[config.mk]
export PLATFORM = sky130hd
export DESIGN_NAME = mem_wb_stage
export DESIGN_NICKNAME = d
export VERILOG_FILES = /design/src/rtl/mem_wb_stage.sv
export SDC_FILE = /design/constraint.sdc
export NUM_CORES = 1
export LEC_CHECK = 0
export BUFFER_PORTS_ARGS = -buffer_cell sky130_fd_sc_hd__buf_4
export CORE_AREA = 2 2 170 172
export CTS_CLUSTER_DIAMETER = 120
export DETAILED_ROUTE_END_ITERATION = 10
export DIE_AREA = 0 0 172 174
export MAX_ROUTING_LAYER = met4
export PLACE_DENSITY = 0.74
export RECOVER_POWER = 25
export SYNTH_ARGS = -nofsm -noshare
export SYNTH_HDL_FRONTEND = slang
export SYNTH_SLANG_ARGS = --single-unit
[constraint.sdc]
create_clock -name i_clk -period 2.85 [get_ports i_clk]
set_clock_uncertainty 0.1 [all_clocks]
set_input_delay 0 -clock i_clk [delete_from_list [all_inputs] [get_ports i_clk]]
set_output_delay 0 -clock i_clk [all_outputs]
set_load 0.02 [all_outputs]
[src/rtl/mem_wb_stage.sv]
// Memory-to-writeback pipeline register: formats load data, selects the
// register-file write value, raises held misalignment traps, counts retirements.
module mem_wb_stage #(
  parameter int XLEN      = 32,
  parameter int INSTRET_W = 64
) (
  input  logic                 i_clk,
  input  logic                 i_rst,
  input  logic                 i_valid,
  input  logic                 i_stall,
  input  logic                 i_flush,
  input  logic [31:0]          i_inst,
  input  logic [XLEN-1:0]      i_alu_res,
  input  logic [XLEN-1:0]      i_mem_word,
  input  logic [XLEN-1:0]      i_pc,
  input  logic [XLEN-1:0]      i_pc_next,
  input  logic                 i_reg_write,
  input  logic [1:0]           i_wb_sel,
  input  logic [XLEN-1:0]      i_csr_rdata,
  input  logic                 i_ex_ld,
  input  logic                 i_ex_st,
  input  logic                 i_trap_ack,
  output logic                 o_rf_we,
  output logic [4:0]           o_rf_waddr,
  output logic [XLEN-1:0]      o_rf_wdata,
  output logic                 o_wb_valid,
  output logic [XLEN-1:0]      o_wb_pc,
  output logic [XLEN-1:0]      o_wb_pc_next,
  output logic                 o_trap_req,
  output logic [3:0]           o_trap_cause,
  output logic [XLEN-1:0]      o_trap_tval,
  output logic [XLEN-1:0]      o_trap_epc,
  output logic                 o_hold,
  output logic [INSTRET_W-1:0] o_instret
);

  typedef enum logic {
    ST_RUN  = 1'b0,
    ST_TRAP = 1'b1
  } state_t;

  localparam logic [3:0] CAUSE_LD_MISALIGN = 4'd4;
  localparam logic [3:0] CAUSE_ST_MISALIGN = 4'd6;

  function automatic logic [XLEN-1:0] fmt_load(
    input logic [XLEN-1:0] word,
    input logic [1:0]      off,
    input logic [2:0]      f3
  );
    logic signed [7:0]  b_s;
    logic signed [15:0] h_s;
    logic [XLEN-1:0]    res;
    b_s = $signed(word[{off, 3'b000} +: 8]);
    h_s = $signed(off[1] ? word[31:16] : word[15:0]);
    case (f3)
      3'b000:  res = {{(XLEN-8){b_s[7]}}, b_s};
      3'b100:  res = {{(XLEN-8){1'b0}}, b_s};
      3'b001:  res = {{(XLEN-16){h_s[15]}}, h_s};
      3'b101:  res = {{(XLEN-16){1'b0}}, h_s};
      default: res = word;
    endcase
    return res;
  endfunction

  state_t                 state_p1;
  logic                   vld_p1;
  logic                   rf_we_p1;
  logic [4:0]             rf_waddr_p1;
  logic [XLEN-1:0]        rf_wdata_p1;
  logic [XLEN-1:0]        pc_p1;
  logic [XLEN-1:0]        pc_next_p1;
  logic                   trap_req_p1;
  logic                   hold_p1;
  logic [3:0]             trap_cause_p1;
  logic [XLEN-1:0]        trap_tval_p1;
  logic [XLEN-1:0]        trap_epc_p1;
  logic [INSTRET_W-1:0]   instret_p1;

  // Stage p0: qualify the instruction sitting in MEM and build its write value
  logic                   cap_p0;
  logic                   exc_p0;
  logic [4:0]             rd_p0;
  logic                   we_p0;
  logic [3:0]             cause_p0;
  logic [XLEN-1:0]        wdata_p0;
  logic                   unused_inst_bits;

  assign cap_p0   = (state_p1 == ST_RUN) & i_valid & ~i_stall & ~i_flush;
  assign exc_p0   = i_ex_ld | i_ex_st;
  assign rd_p0    = i_inst[11:7];
  assign we_p0    = i_reg_write & (rd_p0 != 5'd0);
  assign cause_p0 = i_ex_ld ? CAUSE_LD_MISALIGN : CAUSE_ST_MISALIGN;
  assign unused_inst_bits = ^{i_inst[31:15], i_inst[6:0]};

  always_comb begin
    wdata_p0 = i_alu_res;
    case (i_wb_sel)
      2'b00:   wdata_p0 = i_alu_res;
      2'b01:   wdata_p0 = fmt_load(i_mem_word, i_alu_res[1:0], i_inst[14:12]);
      2'b10:   wdata_p0 = i_pc + XLEN'(4);
      default: wdata_p0 = i_csr_rdata;
    endcase
  end

  // Stage p1: writeback register, trap latch and retirement counter
  always_ff @(posedge i_clk or negedge i_rst) begin
    if (!i_rst) begin
      state_p1      <= ST_RUN;
      vld_p1        <= 1'b0;
      rf_we_p1      <= 1'b0;
      rf_waddr_p1   <= '0;
      rf_wdata_p1   <= '0;
      pc_p1         <= '0;
      pc_next_p1    <= '0;
      trap_req_p1   <= 1'b0;
      hold_p1       <= 1'b0;
      trap_cause_p1 <= '0;
      trap_tval_p1  <= '0;
      trap_epc_p1   <= '0;
      instret_p1    <= '0;
    end else begin
      vld_p1   <= 1'b0;
      rf_we_p1 <= 1'b0;
      case (state_p1)
        ST_RUN: begin
          if (cap_p0) begin
            if (exc_p0) begin
              state_p1      <= ST_TRAP;
              trap_req_p1   <= 1'b1;
              hold_p1       <= 1'b1;
              trap_cause_p1 <= cause_p0;
              trap_tval_p1  <= i_alu_res;
              trap_epc_p1   <= i_pc;
            end else begin
              vld_p1      <= 1'b1;
              rf_we_p1    <= we_p0;
              rf_waddr_p1 <= rd_p0;
              rf_wdata_p1 <= wdata_p0;
              pc_p1       <= i_pc;
              pc_next_p1  <= i_pc_next;
              instret_p1  <= instret_p1 + INSTRET_W'(1);
            end
          end
        end
        ST_TRAP: begin
          if (i_trap_ack) begin
            state_p1    <= ST_RUN;
            trap_req_p1 <= 1'b0;
            hold_p1     <= 1'b0;
          end
        end
        default: state_p1 <= ST_RUN;
      endcase
    end
  end

  assign o_rf_we      = rf_we_p1;
  assign o_rf_waddr   = rf_waddr_p1;
  assign o_rf_wdata   = rf_wdata_p1;
  assign o_wb_valid   = vld_p1;
  assign o_wb_pc      = pc_p1;
  assign o_wb_pc_next = pc_next_p1;
  assign o_trap_req   = trap_req_p1;
  assign o_trap_cause = trap_cause_p1;
  assign o_trap_tval  = trap_tval_p1;
  assign o_trap_epc   = trap_epc_p1;
  assign o_hold       = hold_p1;
  assign o_instret    = instret_p1;

endmodule

# Word level (Yosys, flattened, before mapping)

Cells that the tools add are included.

Register bits after elaboration: 237
Bits in latches: 0
RAM bits: 0
Bits in read-only memories: 0
Input port bits: 203
Output and inout bits: 237
Word-level logic and storage cells: 56
Memories: 0

Add/subtract/negate cells: 2
Multipliers: 0
Div/mod/pow operators: 0
Magnitude comparators: 0
Eq/ne operators: 8
Shift-type cells: 1
Muxes and demuxes: 18
Bitwise logic cells: 9
Reductions and logical operators: 6

Operators with widths:

| kind                                                | count |
|---|---|
| case mux 32 bit (4 select lines)                    | 1 |
| case mux 32 bit (3 select lines)                    | 1 |
| adder 64 x 1 -> 64 bit, second input constant       | 1 |
| adder 32 x 3 -> 32 bit, second input constant       | 1 |
| variable part select 32 x 6 -> 8 bit                | 1 |
| two-way mux 16 bit                                  | 1 |
| two-way mux 1 bit                                   | 12 |
| AND reduction 3 bit                                 | 3 |
| equality test 3 bit, second input constant          | 2 |
| inequality test 2 bit, second input constant        | 3 |
| nonzero test 5 bit                                  | 1 |
| AND 1 bit                                           | 4 |
| NOT 1 bit                                           | 4 |
| case mux 1 bit (2 select lines)                     | 2 |
| equality test 3 x 1 -> 1 bit, second input constant | 1 |
| logical NOT 3 bit                                   | 1 |
| equality test 2 x 1 -> 1 bit, second input constant | 1 |
| equality test 2 bit, second input constant          | 1 |
| logical NOT 2 bit                                   | 1 |
| two-way mux 2 bit                                   | 1 |
| OR 1 bit                                            | 1 |

# Depth between registers and ports, before layout

Depth in word-level cells: 6
Depth in mapped cells: 8
Depth with buffers taken out: 6

# Worst setup path before layout

Ideal clock, no wire load.

Path kind: register -> register
Start point: reg state_p1
End point: reg trap_epc_p1[24] (netlist: o_trap_epc[24])
Arrival: 1.873 ns
Path slack: 0.752 ns
Cell stages (with the launch flop): 6
Buffers on the path: 2
Path through: dfrtp_1 > or4b_4 > nor2_1 > buf_2 > buf_2 > mux2_2

Longest elaborated chain between the ends: 5

RTL lines:

| item                                   | line | text |
|---|---|---|
| from (decl)                            | 65   | `state_t state_p1;` |
| from (signal assigned)                 | 108  | `state_p1 <= ST_RUN;` |
| from (signal assigned)                 | 128  | `state_p1 <= ST_TRAP;` |
| from (signal assigned)                 | 147  | `state_p1 <= ST_RUN;` |
| NOT 1 bit (no source line) *           | --   |  |
| AND 1 bit (3 in a row)                 | 88   | `assign cap_p0 = (state_p1 == ST_RUN) & i_valid & ~i_stall & ~i_flush;` |
| AND reduction 3 bit (no source line) * | --   |  |
| to (signal assigned)                   | 133  | `trap_epc_p1 <= i_pc;` |
| to (decl)                              | 76   | `logic [XLEN-1:0] trap_epc_p1;` |

Mark *: on every way between the ends. The rest lies on a longest branch, timed or not.
A chain may end at the register's enable or synchronous reset.

# Worst setup path in the final report

Start point: reg state_p1
End point: reg instret_p1[44] (netlist: o_instret[44])

Longest elaborated chain between the ends: 5

RTL lines:

| item                                   | line | text |
|---|---|---|
| NOT 1 bit (no source line) *           | --   |  |
| AND 1 bit (3 in a row)                 | 88   |  |
| AND reduction 3 bit (no source line) * | --   |  |
| to (signal assigned)                   | 141  | `instret_p1 <= instret_p1 + INSTRET_W'(1);` |
| to (decl)                              | 77   | `logic [INSTRET_W-1:0] instret_p1;` |

Marked as above.

==> metrics.txt <==
# TYPE chip_impl_metric gauge
chip_impl_info{name="status",value="completed"} 1
chip_impl_metric{name="grt_pass1_vias",unit=""} 12100
chip_impl_metric{name="ioPinCount",unit=""} 440
chip_impl_info{name="setup.worst_path.end",value="o_instret[44]"} 1
chip_impl_metric{name="yosys_register_bits",unit=""} 235
chip_impl_info{name="ctsRootBufferMaster",value="sky130_fd_sc_hd__clkbuf_16"} 1
chip_impl_metric{name="drtAntennaViolNets",unit=""} 0
chip_impl_metric{name="insertedDiodeCount",unit=""} 0
chip_impl_metric{name="required",unit="ps"} 3150
chip_impl_info{name="setup.worst_path.class",value="reg2reg"} 1
chip_impl_metric{name="timing.setup.tns",unit="ps"} 0
chip_impl_metric{name="netlist-cell-type-count",unit=""} 76
chip_impl_metric{name="asyncSetResetFlopFracSynth",unit=""} 1.000
chip_impl_metric{name="reg2reg_slack",unit="ps"} 100
chip_impl_metric{name="firstDrtPassIters",unit=""} 6
chip_impl_metric{name="min_period_over_period",unit=""} 0.9634
chip_impl_metric{name="detailroute.via_count",unit=""} 11820
chip_impl_metric{name="largest_net_degree_at_the_start_of_global_routing",unit=""} 85
chip_impl_info{name="hold_class",value="in2reg"} 1
chip_impl_metric{name="insertion_delay_of_the_later_clocked_pin_in_the_worst_skew_pair",unit="ps"} 540
chip_impl_metric{name="dp_worst_setup_slack",unit="ps"} 482.4
chip_impl_metric{name="final-seq-area",unit="sq um"} 5881
chip_impl_metric{name="setup_violations",unit=""} 0
chip_impl_metric{name="p_per_area",unit="nW/um^2"} 624.1
chip_impl_metric{name="layout-area-overhead-vs-synth",unit="%"} 46.98
chip_impl_metric{name="post-layout-total-power",unit="mW"} 10.68
chip_impl_info{name="critPathLaunch",value="state_p1"} 1
chip_impl_info{name="synth_top_cells_by_area",value="sky130_fd_sc_hd__dfrtp_1 51%, sky130_fd_sc_hd__nand2_1 8.6%, sky130_fd_sc_hd__mux2_2 6.7%, sky130_fd_sc_hd__xnor2_1 3.7%, sky130_fd_sc_hd__o21ai_0 2.1%"} 1
chip_impl_metric{name="final.setup.worst_slack",unit="ps"} 104.4
chip_impl_metric{name="deepest_level_of_the_cts_h_tree",unit=""} 1
chip_impl_metric{name="first_iter_violations",unit=""} 819
chip_impl_metric{name="cts-buffers-inserted",unit=""} 26
chip_impl_metric{name="vias_per_cell",unit=""} 5.496
chip_impl_metric{name="die_height",unit="microns"} 174
chip_impl_metric{name="total_area_of_multi_input_combinational_cells",unit="sq um"} 5298
chip_impl_metric{name="grt.overflow.total",unit=""} 0
chip_impl_metric{name="max_freq",unit="GHz"} 0.3642
chip_impl_info{name="critical_path.startpoint_type",value="register"} 1
chip_impl_metric{name="worst_reg2reg_path_length_in_cells",unit=""} 6
chip_impl_metric{name="ys_seq_area_frac",unit=""} 0.5052
chip_impl_metric{name="finalCriticalPeriod",unit="ps"} 2746
chip_impl_metric{name="wl",unit="mm"} 44.55
chip_impl_info{name="timing.critical_path.to_type",value="register"} 1
chip_impl_metric{name="finish.net_count",unit=""} 1953
chip_impl_metric{name="hold_slack",unit="ps"} 99.29
chip_impl_info{name="synthFlopType",value="sky130_fd_sc_hd__dfrtp_1"} 1
chip_impl_metric{name="fillCellCount",unit=""} 2461
chip_impl_metric{name="track_usage",unit=""} 0.3019
chip_impl_metric{name="die_width",unit="microns"} 172
chip_impl_metric{name="grt_first_pass_wirelength",unit="mm"} 68.32
chip_impl_metric{name="ir_worst_vdd",unit="mV"} 0.5392
chip_impl_metric{name="placeableCoreArea",unit="sq um"} 28240
chip_impl_metric{name="clk_path_buf_depth",unit=""} 3
chip_impl_info{name="timing.rr.end",value="o_instret[44]"} 1
chip_impl_metric{name="synthesis.instances",unit=""} 1174
chip_impl_metric{name="place.gp.congestion",unit=""} 0.8932
chip_impl_metric{name="post_syn_area_per_cell",unit="sq um"} 9.915
chip_impl_metric{name="max_slew_margin",unit=""} 0.5197
chip_impl_metric{name="final_layout_size_suffix_gt1_frac",unit=""} 0.2254
chip_impl_metric{name="hpwl_dp",unit="mm"} 30.15
chip_impl_metric{name="timing_hold_violations_final",unit=""} 0
chip_impl_metric{name="cp_max_fo",unit=""} 5
chip_impl_metric{name="max_cap_viols",unit=""} 0
chip_impl_metric{name="initial_utilization",unit=""} 0.4122
chip_impl_metric{name="port-buffer-count",unit=""} 413
chip_impl_metric{name="tightest_pin_transition",unit="ps"} 717.8
chip_impl_metric{name="post_synth_instance_area",unit="sq um"} 11640
chip_impl_metric{name="cts.sink_count",unit=""} 235
chip_impl_info{name="yosys-top-cells-count",value="268 x sky130_fd_sc_hd__nand2_1, 235 x sky130_fd_sc_hd__dfrtp_1, 69 x sky130_fd_sc_hd__mux2_2, 49 x sky130_fd_sc_hd__xnor2_1, 48 x sky130_fd_sc_hd__o21ai_0"} 1
chip_impl_info{name="regToRegStartpoint",value="state_p1"} 1
chip_impl_info{name="synthDominantAreaCellType",value="sky130_fd_sc_hd__dfrtp_1"} 1
chip_impl_metric{name="route.detailed.drc",unit=""} 0
chip_impl_info{name="tritoncts",value="yes"} 1
chip_impl_metric{name="antenna_violations_before_repair",unit=""} 0
chip_impl_metric{name="synth_largest_type_area_fraction",unit=""} 0.5052
chip_impl_metric{name="floorplan.rows",unit=""} 62
chip_impl_info{name="yosysMostFrequentCell",value="sky130_fd_sc_hd__nand2_1"} 1
chip_impl_metric{name="power.static_leakage",unit="nW"} 7.822
chip_impl_metric{name="maxSlewViolCount",unit=""} 0
chip_impl_metric{name="cts_setup_buffers",unit=""} 0
chip_impl_metric{name="worstPathArrival",unit="ps"} 3050
chip_impl_metric{name="synthesis.yosys.warnings",unit=""} 0
chip_impl_metric{name="routed_wire_length_per_instance",unit="microns"} 20.72
chip_impl_metric{name="clkSlewWorstSetupHoldPaths",unit="ps"} 60
chip_impl_metric{name="synth-edff-count",unit=""} 0
chip_impl_info{name="unrepaired_setup_endpoints_after_global_routing",value="no"} 1
chip_impl_metric{name="die_area",unit="sq um"} 29930
[flip-flops by register name, indices dropped and copies added, names as in the netlist]
register      cells
o_wb_valid        1
o_rf_we           1
o_rf_waddr        5
o_trap_cause      2
o_trap_epc       32
o_hold            1
state_p1          1
o_instret        64
o_wb_pc          32
o_wb_pc_next     32
o_rf_wdata       32
o_trap_tval      32
[placed cells by master, fill, tap and decap left out, types with 18 or more instances in the layout]
master / count
sky130_fd_sc_hd__inv_1: 21
sky130_fd_sc_hd__xnor2_1: 49
sky130_fd_sc_hd__xor2_1: 25
sky130_fd_sc_hd__a21oi_1: 32
sky130_fd_sc_hd__nand4_1: 33
sky130_fd_sc_hd__o21ai_0: 48
sky130_fd_sc_hd__nand3_1: 34
sky130_fd_sc_hd__clkbuf_16: 26
sky130_fd_sc_hd__buf_4: 247
sky130_fd_sc_hd__mux2_2: 69
sky130_fd_sc_hd__nor3_1: 18
sky130_fd_sc_hd__clkbuf_1: 183
sky130_fd_sc_hd__nor2_1: 44
sky130_fd_sc_hd__dlygate4sd3_1: 189
sky130_fd_sc_hd__nand2_1: 267
sky130_fd_sc_hd__dfrtp_1: 235
[per-stage QoR]
step,cells,util,area [sq um]
final,2150,0.6059,17110
after detailed placement,1915,0.5315,15010
after floorplan,1175,-,11640
after global routing,2150,0.6059,17110
after CTS,2150,0.6284,17740
after global placement,1915,0.5315,15010
[logic make-up after synthesis]
group                    synth area share
adder cells (fa/ha/maj)          0.002150
buffers and inverters             0.04192
XOR/XNOR                          0.05568
AND/OR/NAND/NOR                    0.2196
AO/OA/AOI/OAI                      0.1002
flip-flops                         0.5052
multiplexers                      0.07492
other                           0.0003222
[routing by layer]
metal	track usage	vias up	wire length [microns]
li1	-	5259	-
met1	0.3566	5803	16700
met2	0.5045	594	22050
met3	0.05943	161	3602
met4	0.1215	0	2197
met5	-	-	0
[final cells by class]
type	count	share of cell area
flip-flops and latches	235	0.3437
multi-input cells	844	0.3096
repair buffers	619	0.2643
well taps	384	0.02808
clock inverters	6	0.004168
clock buffers	40	0.04520
inverters	22	0.004900
[worst min path at each step]
stage	endpoint	cells after the start	from	slack [ps]
after floorplan	o_hold	0	i_rst	-400
after global placement	o_wb_pc_next[30]	1	i_rst	-40
after detailed placement	o_wb_pc_next[30]	1	i_rst	-50
after CTS	o_wb_pc_next[28]	4	i_pc_next[28]	70
after global routing	o_wb_pc_next[23]	4	i_pc_next[23]	100
final	o_wb_pc_next[23]	4	i_pc_next[23]	100
[critical path, cell delays in order, from the launching register on]
cell and delay, ps:
sky130_fd_sc_hd__dfrtp_1 410, sky130_fd_sc_hd__or4b_4 630, sky130_fd_sc_hd__dlygate4sd3_1 670, sky130_fd_sc_hd__nor3_4 280
sky130_fd_sc_hd__and2_2 250, sky130_fd_sc_hd__nand4_1 120, sky130_fd_sc_hd__xnor2_1 160
[where the power goes]
part / internal (mW) / switching, mW / leakage, nW
logic: 1.15 / 1.86 / 4.45
clock network: 1.95 / 1.41 / 0.408
registers: 3.94 / 0.371 / 2.96
[what timing repair did]
item,CTS,global route
resized for setup,0,9
hold buffers,189,0
endpoints found under the hold margin,381,0
setup endpoints to repair,0,26
Note: power is estimated with default switching activity, not from simulation.
